<file path="config.mk">
export PLATFORM = sky130hd
export DESIGN_NAME = arcade_input_mux
export DESIGN_NICKNAME = d
export VERILOG_FILES = /design/src/rtl/arcade_input_mux.sv
export SDC_FILE = /design/constraint.sdc
export NUM_CORES = 1
export LEC_CHECK = 0
export ABC_AREA = 1
export CORE_ASPECT_RATIO = 1.4
export CORE_MARGIN = 2
export CORE_UTILIZATION = 55
export DETAILED_ROUTE_END_ITERATION = 8
export DONT_BUFFER_PORTS = 1
export PLACE_DENSITY = 0.73
export SYNTH_ARGS = -nofsm -noshare
export SYNTH_HDL_FRONTEND = slang
export SYNTH_SLANG_ARGS = --single-unit
</file>
<file path="constraint.sdc">
create_clock -name clk -period 2.72 [get_ports clk]
set_input_delay 0.816 -clock clk [delete_from_list [all_inputs] [get_ports clk]]
set_output_delay 0.816 -clock clk [all_outputs]
set_load 0.03 [all_outputs]
</file>
<file path="src/rtl/arcade_input_mux.sv">
// arcade_input_mux: merges PS/2 key events and MiSTer joystick words into
// per-player direction, button, start, coin and pause signals, with a
// runtime-loadable keymap and DIP byte capture over ioctl.
// Optional autofire is compiled in when ARCADE_INPUT_AUTOFIRE_EN is defined.
module arcade_input_mux #(
    parameter int NUM_PLAYERS   = 2,
    parameter int NUM_BUTTONS   = 3,
    parameter int COIN_HOLD     = 800000,
    parameter int KEYMAP_INDEX  = 253,
    parameter int DIP_INDEX     = 254,
    parameter int AUTOFIRE_HALF = 2000000
) (
    input  logic                             clk,
    input  logic                             reset,
    input  logic [10:0]                      ps2_key,
    input  logic [16*NUM_PLAYERS-1:0]        joystick,
    input  logic [24:0]                      ioctl_addr,
    input  logic [7:0]                       ioctl_data,
    input  logic                             ioctl_wr,
    input  logic [7:0]                       ioctl_index,
    input  logic [NUM_BUTTONS-1:0]           autofire_mask,
    output logic [4*NUM_PLAYERS-1:0]         joy_out,
    output logic [NUM_BUTTONS*NUM_PLAYERS-1:0] buttons_out,
    output logic [NUM_PLAYERS-1:0]           start_out,
    output logic [NUM_PLAYERS-1:0]           coin_out,
    output logic                             pause_out,
    output logic [63:0]                      dip
);

    localparam int NSLOT = 16 * NUM_PLAYERS;
    localparam int AW    = $clog2(NSLOT);
    localparam int CW    = $clog2(COIN_HOLD + 1);

    logic [7:0]             keymap [NSLOT];
    logic [NSLOT-1:0]       key_state;
    logic                   strobe_q;
    logic [NSLOT-1:0]       raw;
    logic [CW-1:0]          coin_cnt [NUM_PLAYERS];
    logic [NUM_PLAYERS-1:0] coin_prev;
    logic [NUM_BUTTONS-1:0] fire_gate;
    logic                   pause_any;
    logic                   unused_bits;

    logic          keymap_wr;
    logic          dip_wr;
    logic [AW-1:0] keymap_addr;
    logic          key_event;

    assign keymap_wr   = ioctl_wr && (ioctl_index == 8'(KEYMAP_INDEX)) && (ioctl_addr < 25'(NSLOT));
    assign dip_wr      = ioctl_wr && (ioctl_index == 8'(DIP_INDEX)) && (ioctl_addr[24:3] == '0);
    assign keymap_addr = ioctl_addr[AW-1:0];
    assign key_event   = (ps2_key[10] != strobe_q) && (ps2_key[7:0] != 8'h00);

    function automatic logic [7:0] default_code(input int idx);
        case (idx)
            0:  return 8'h74;
            1:  return 8'h6B;
            2:  return 8'h72;
            3:  return 8'h75;
            4:  return 8'h14;
            5:  return 8'h11;
            6:  return 8'h29;
            10: return 8'h16;
            11: return 8'h2E;
            12: return 8'h4D;
            16: return 8'h34;
            17: return 8'h23;
            18: return 8'h2B;
            19: return 8'h2D;
            20: return 8'h1C;
            21: return 8'h1B;
            22: return 8'h15;
            26: return 8'h1E;
            27: return 8'h36;
            default: return 8'h00;
        endcase
    endfunction

    // Keymap table: defaults on reset, single-entry writes from ioctl downloads
    always_ff @(posedge clk) begin
        if (reset) begin
            for (int i = 0; i < NSLOT; i++) keymap[i] <= default_code(i);
        end else if (keymap_wr) begin
            keymap[keymap_addr] <= ioctl_data;
        end
    end

    // Key states follow matching scancodes on a strobe toggle; a keymap write clears its slot
    always_ff @(posedge clk) begin
        strobe_q <= ps2_key[10];
        if (reset) begin
            key_state <= '0;
        end else begin
            for (int i = 0; i < NSLOT; i++) begin
                if (key_event && keymap[i] == ps2_key[7:0]) key_state[i] <= ps2_key[9];
            end
            if (keymap_wr) key_state[keymap_addr] <= 1'b0;
        end
    end

    // DIP byte capture from the first eight download addresses
    always_ff @(posedge clk) begin
        if (reset) begin
            dip <= '0;
        end else if (dip_wr) begin
            dip[{ioctl_addr[2:0], 3'b000} +: 8] <= ioctl_data;
        end
    end

    // Raw function bits, pause merge, and collection of unused slots
    always_comb begin
        raw         = key_state | joystick;
        pause_any   = 1'b0;
        unused_bits = ps2_key[8];
        for (int p = 0; p < NUM_PLAYERS; p++) begin
            pause_any = pause_any | raw[16*p+12];
            for (int f = 4 + NUM_BUTTONS; f < 16; f++) begin
                if (f < 10 || f > 12) unused_bits = unused_bits ^ raw[16*p+f];
            end
        end
    end

`ifdef ARCADE_INPUT_AUTOFIRE_EN
    localparam int AFW = $clog2(AUTOFIRE_HALF + 1);
    logic [AFW-1:0] af_cnt;
    logic           af_phase;

    // Free-running autofire timebase; phase flips every AUTOFIRE_HALF cycles
    always_ff @(posedge clk) begin
        if (reset) begin
            af_cnt   <= '0;
            af_phase <= 1'b0;
        end else if (af_cnt == AFW'(AUTOFIRE_HALF - 1)) begin
            af_cnt   <= '0;
            af_phase <= ~af_phase;
        end else begin
            af_cnt <= af_cnt + AFW'(1);
        end
    end

    assign fire_gate = ~autofire_mask | {NUM_BUTTONS{af_phase}};
`else
    logic unused_mask;
    assign unused_mask = ^autofire_mask;
    assign fire_gate   = '1;
`endif

    // Registered per-player outputs and coin pulse stretching
    always_ff @(posedge clk) begin
        if (reset) begin
            joy_out     <= '0;
            buttons_out <= '0;
            start_out   <= '0;
            coin_out    <= '0;
            coin_prev   <= '0;
            pause_out   <= 1'b0;
            for (int p = 0; p < NUM_PLAYERS; p++) coin_cnt[p] <= '0;
        end else begin
            pause_out <= pause_any;
            for (int p = 0; p < NUM_PLAYERS; p++) begin
                joy_out[4*p +: 4] <= {raw[16*p+3], raw[16*p+2], raw[16*p+0], raw[16*p+1]};
                buttons_out[NUM_BUTTONS*p +: NUM_BUTTONS] <= raw[16*p+4 +: NUM_BUTTONS] & fire_gate;
                start_out[p] <= raw[16*p+10];
                coin_prev[p] <= raw[16*p+11];
                coin_out[p]  <= raw[16*p+11] | (coin_cnt[p] != '0);
                if (raw[16*p+11] && !coin_prev[p]) begin
                    coin_cnt[p] <= CW'(COIN_HOLD);
                end else if (coin_cnt[p] != '0) begin
                    coin_cnt[p] <= coin_cnt[p] - CW'(1);
                end
            end
        end
    end

endmodule
</file>
==> run summary <==
• **max-cap violation count** 0
• **family of cells with the greatest summed delay on the critical path** adder cells
• **count of buffers from port buffering** 0
• **TritonCTS sink count** 306
• **post-placement worst setup slack** 0.1424 ns
• **outcome** complete, no violations
• **measured slew at the worst slew-check pin** 0.6670 ns
• **distinct cell type count of the synthesized netlist** 43
• **dominant cells by area after synthesis** edfxtp_1 34%, nand2_1 16%, dfxtp_1 12%
• **post-detailed-route count of antenna-violating nets** 0
• **setup repair after global routing missed its margin** no
• **number of rows created at floorplan** 77
• **shortest clock period the worst path allows after layout** 2.067 ns
• **worst vdd rail ir drop** 0.0004523 V
• **final hold violations** 0
• **power after layout** 0.01169 W
• **Setup Crit Path Kind** primary input to flip-flop
• **Root Buffer Master** clkbuf_16
• **clk slew on worst S/H paths** 0.06 ns
• **worst endpoint data arrival time** 2.52 ns
• **area of the placeable core** 31600 um^2
• **syn_area_per_cell** 7.293 um^2
• **fin crit share** 0.7598
• **type of the worst min-delay path** primary input to flip-flop
• **max-slew violation count** 0
• **clock tree from TritonCTS** built
• **met1 track utilization from global routing** 0.3263
• **top fanout value on the critical path** 15
• **GRT Total Usage** 0.2778
• **number of flip-flops and latches in the synthesized netlist** 306
• **worst clock skew** 0.02548 ns
• **total power per unit cell area** 604.9 nW/um^2
• **global routing usage on met3** 0.05499
• **clock buffers created by TritonCTS** 34
• **syn nets** 2524
• **via count of the first global-routing pass** 14580
• **wire per inst** 16.45 um
• **required time reported for the critical path endpoint** 3.17 ns
• **total half-perimeter wirelength after legalization and detailed placement** 29400 um
• **Inserted Diodes** 0
• **worst-path cell with the longest stage delay** ha_1
• **largest stage delay on the critical path** 0.44 ns
• **horizontal extent of the die** 155.6 um
• **Final setup viols** 0
• **fraction of layout instances using a drive strength above 1** 0.07287
• **mean number of vias per cell** 5.358
• **clk_lat worst skew** 0.53 ns
• **Total Nets Final** 2501
• **Netlist Area Pre-Place** 17690 um^2
• **Final WS setup** 0.6533 ns
• **detailed-route DRC error count** 0
• **layout overhead on the synthesized area** 9.194%
• **number of detailed-route iterations in the first pass** 5
• **largest net degree at the start of global routing** 116
• **die outline area** 33640 um^2
• **buffers from clock root to sink, at most** 3
• **total negative slack** 0 ns
• **achievable clock frequency** 483.9 MHz
• **number of antenna violations at the first check in global routing** 0
• **deepest level of the CTS H-tree** 2
• **initial drt markers** 1333
• **most used cell, CP** ha_1
• **grt ovf** 0
• **endpoint class of the critical path** flip-flop
• **Buffers & Inverters on Critical Path** 4
• **hold buffer count at cts** 0
• **busiest metal layer after global routing** met2
• **share of the synthesized area in the top cell type** 0.3395
• **number of synthesis warnings** 0
• **Initial Utilization** 0.5599
• **final cell utilization of the core** 0.6113
• **met2 global-route usage** 0.4923
• **number of resized instances in the post-cts repair step** 0
• **synthesized instance count** 2426
• **final WL** 46450 um
• **final weighted congestion in routability-driven placement** 0.9073
• **I/O pin cnt** 173
• **crit-path cells** inv_2, ha_1, ha_1, clkinv_2, buf_4, nor2_4, nand3_4, nand2_1, inv_1, nor2_1
• **die extent in y** 216.2 um
• **wire length of the first global-routing pass** 73310 um
• **proportion of synthesized chip area in sequential cells** 0.4594
• **total leakage power** 9.155 nW
• **cell type with the largest total area after synthesis** edfxtp_1
• **relative max-transition margin** 0.5547
• **total via count in the routed design** 15130
• **startpoint types** primary input
• **setup fix buffers added after clock tree synthesis** 0
[cell type report]
type	instances	area, um^2
Sequential cell	306	8128
Fill cell	2766	12280
Clock inverter	13	195.2
Timing Repair Buffer	39	367.9
Clock buffer	49	1035
Tap cell	395	494.2
Inverter	386	1453
Multi-Input combinational cell	1636	7646
[synth_stat cells, drive strengths merged]
cell and n:
nand4 65, buf 51, xor2 11, a31oi 1
nor2 433, nand2 776, o21ai 5, nor4 2
and2 2, nand3 150, dfxtp 106, clkinv 1
and3 1, a21oi 35, edfxtp 200, ha 8
nand3b 1, or2 3, nor3 75, o21bai 1
nor3b 1, xnor2 66, clkbuf 47, inv 385
[layout by cell type (no fill, tap or decap), types with 7 or more instances in the layout]
master,synthesis,routed
xor2_1,11,11
edfxtp_1,200,200
inv_1,369,369
xnor2_1,66,66
nand3_1,137,137
nor2_1,409,408
nand2_1,775,775
nor3_1,63,63
nand4_4,8,8
dfxtp_1,106,106
nand3_4,7,7
a21oi_1,35,35
buf_4,4,33
inv_2,15,15
clkbuf_16,0,37
nor3_2,11,11
nand4_1,53,53
nor2_4,11,11
nor2_2,8,9
ha_1,8,8
[where the power goes]
group | switching [W] | leakage (nW) | internal (W)
combinational | 0.000914 | 5.67 | 0.000441
clock | 0.00189 | 0.596 | 0.00312
sequential | 0.000158 | 2.89 | 0.00516
total | 0.00296 | 9.16 | 0.00873
[sequential cells by signal, indices dropped and copies added, names as in the netlist]
register,flops
keymap,160
dip,64
coin_cnt,40
key_state,20
joy_out,8
buttons_out,6
coin_out,2
coin_prev,2
start_out,2
pause_out,1
strobe_q,1
[final timing paths]
| path | start | end | slack [ns] | cells after the start |
|---|---|---|---|---|
| worst min-delay path | ps2_key[10] | strobe_q | 0.33 | 0 |
| worst min register to register | key_state[2] | joy_out[2] | 0.47 | 2 |
| worst max register to register | coin_cnt[1][0] | coin_cnt[1][18] | 0.70 | 9 |
| worst max-delay path | ioctl_addr[0] | dip[30] | 0.65 | 10 |
[metrics by stage]
step                cell area (um^2)  std cells  hold slack, ns
floorplan                      17690       2426          0.4383
global placement               18090       2762          0.4602
detailed placement             18090       2762          0.4668
CTS                            19320       2824          0.3133
global route                   19320       2824          0.3186
finish                         19320       2824          0.3306
[logic make-up after synthesis]
family	Yosys count	synth area share
AND/OR/NAND/NOR	1509	0.3760
buffers and inverters	484	0.1088
flip-flops	306	0.4594
XOR/XNOR	77	0.03812
AO/OA/AOI/OAI	42	0.01209
adder cells (fa/ha/maj)	8	0.005658
[worst register-to-register path: cells and delay by family, from the launching register on]
family | cells | cell delay, ns
buf+inv | 2 | 0.24
simple gates | 6 | 0.88
flops | 1 | 0.39
fa+ha+maj | 1 | 0.26
[per-layer routing]
metal	vias up	share of wire
li1	7434	-
met1	6894	0.37
met2	677	0.50
met3	126	0.096
met4	0	0.038
met5	-	0
Power figures use the tool's default switching activity.
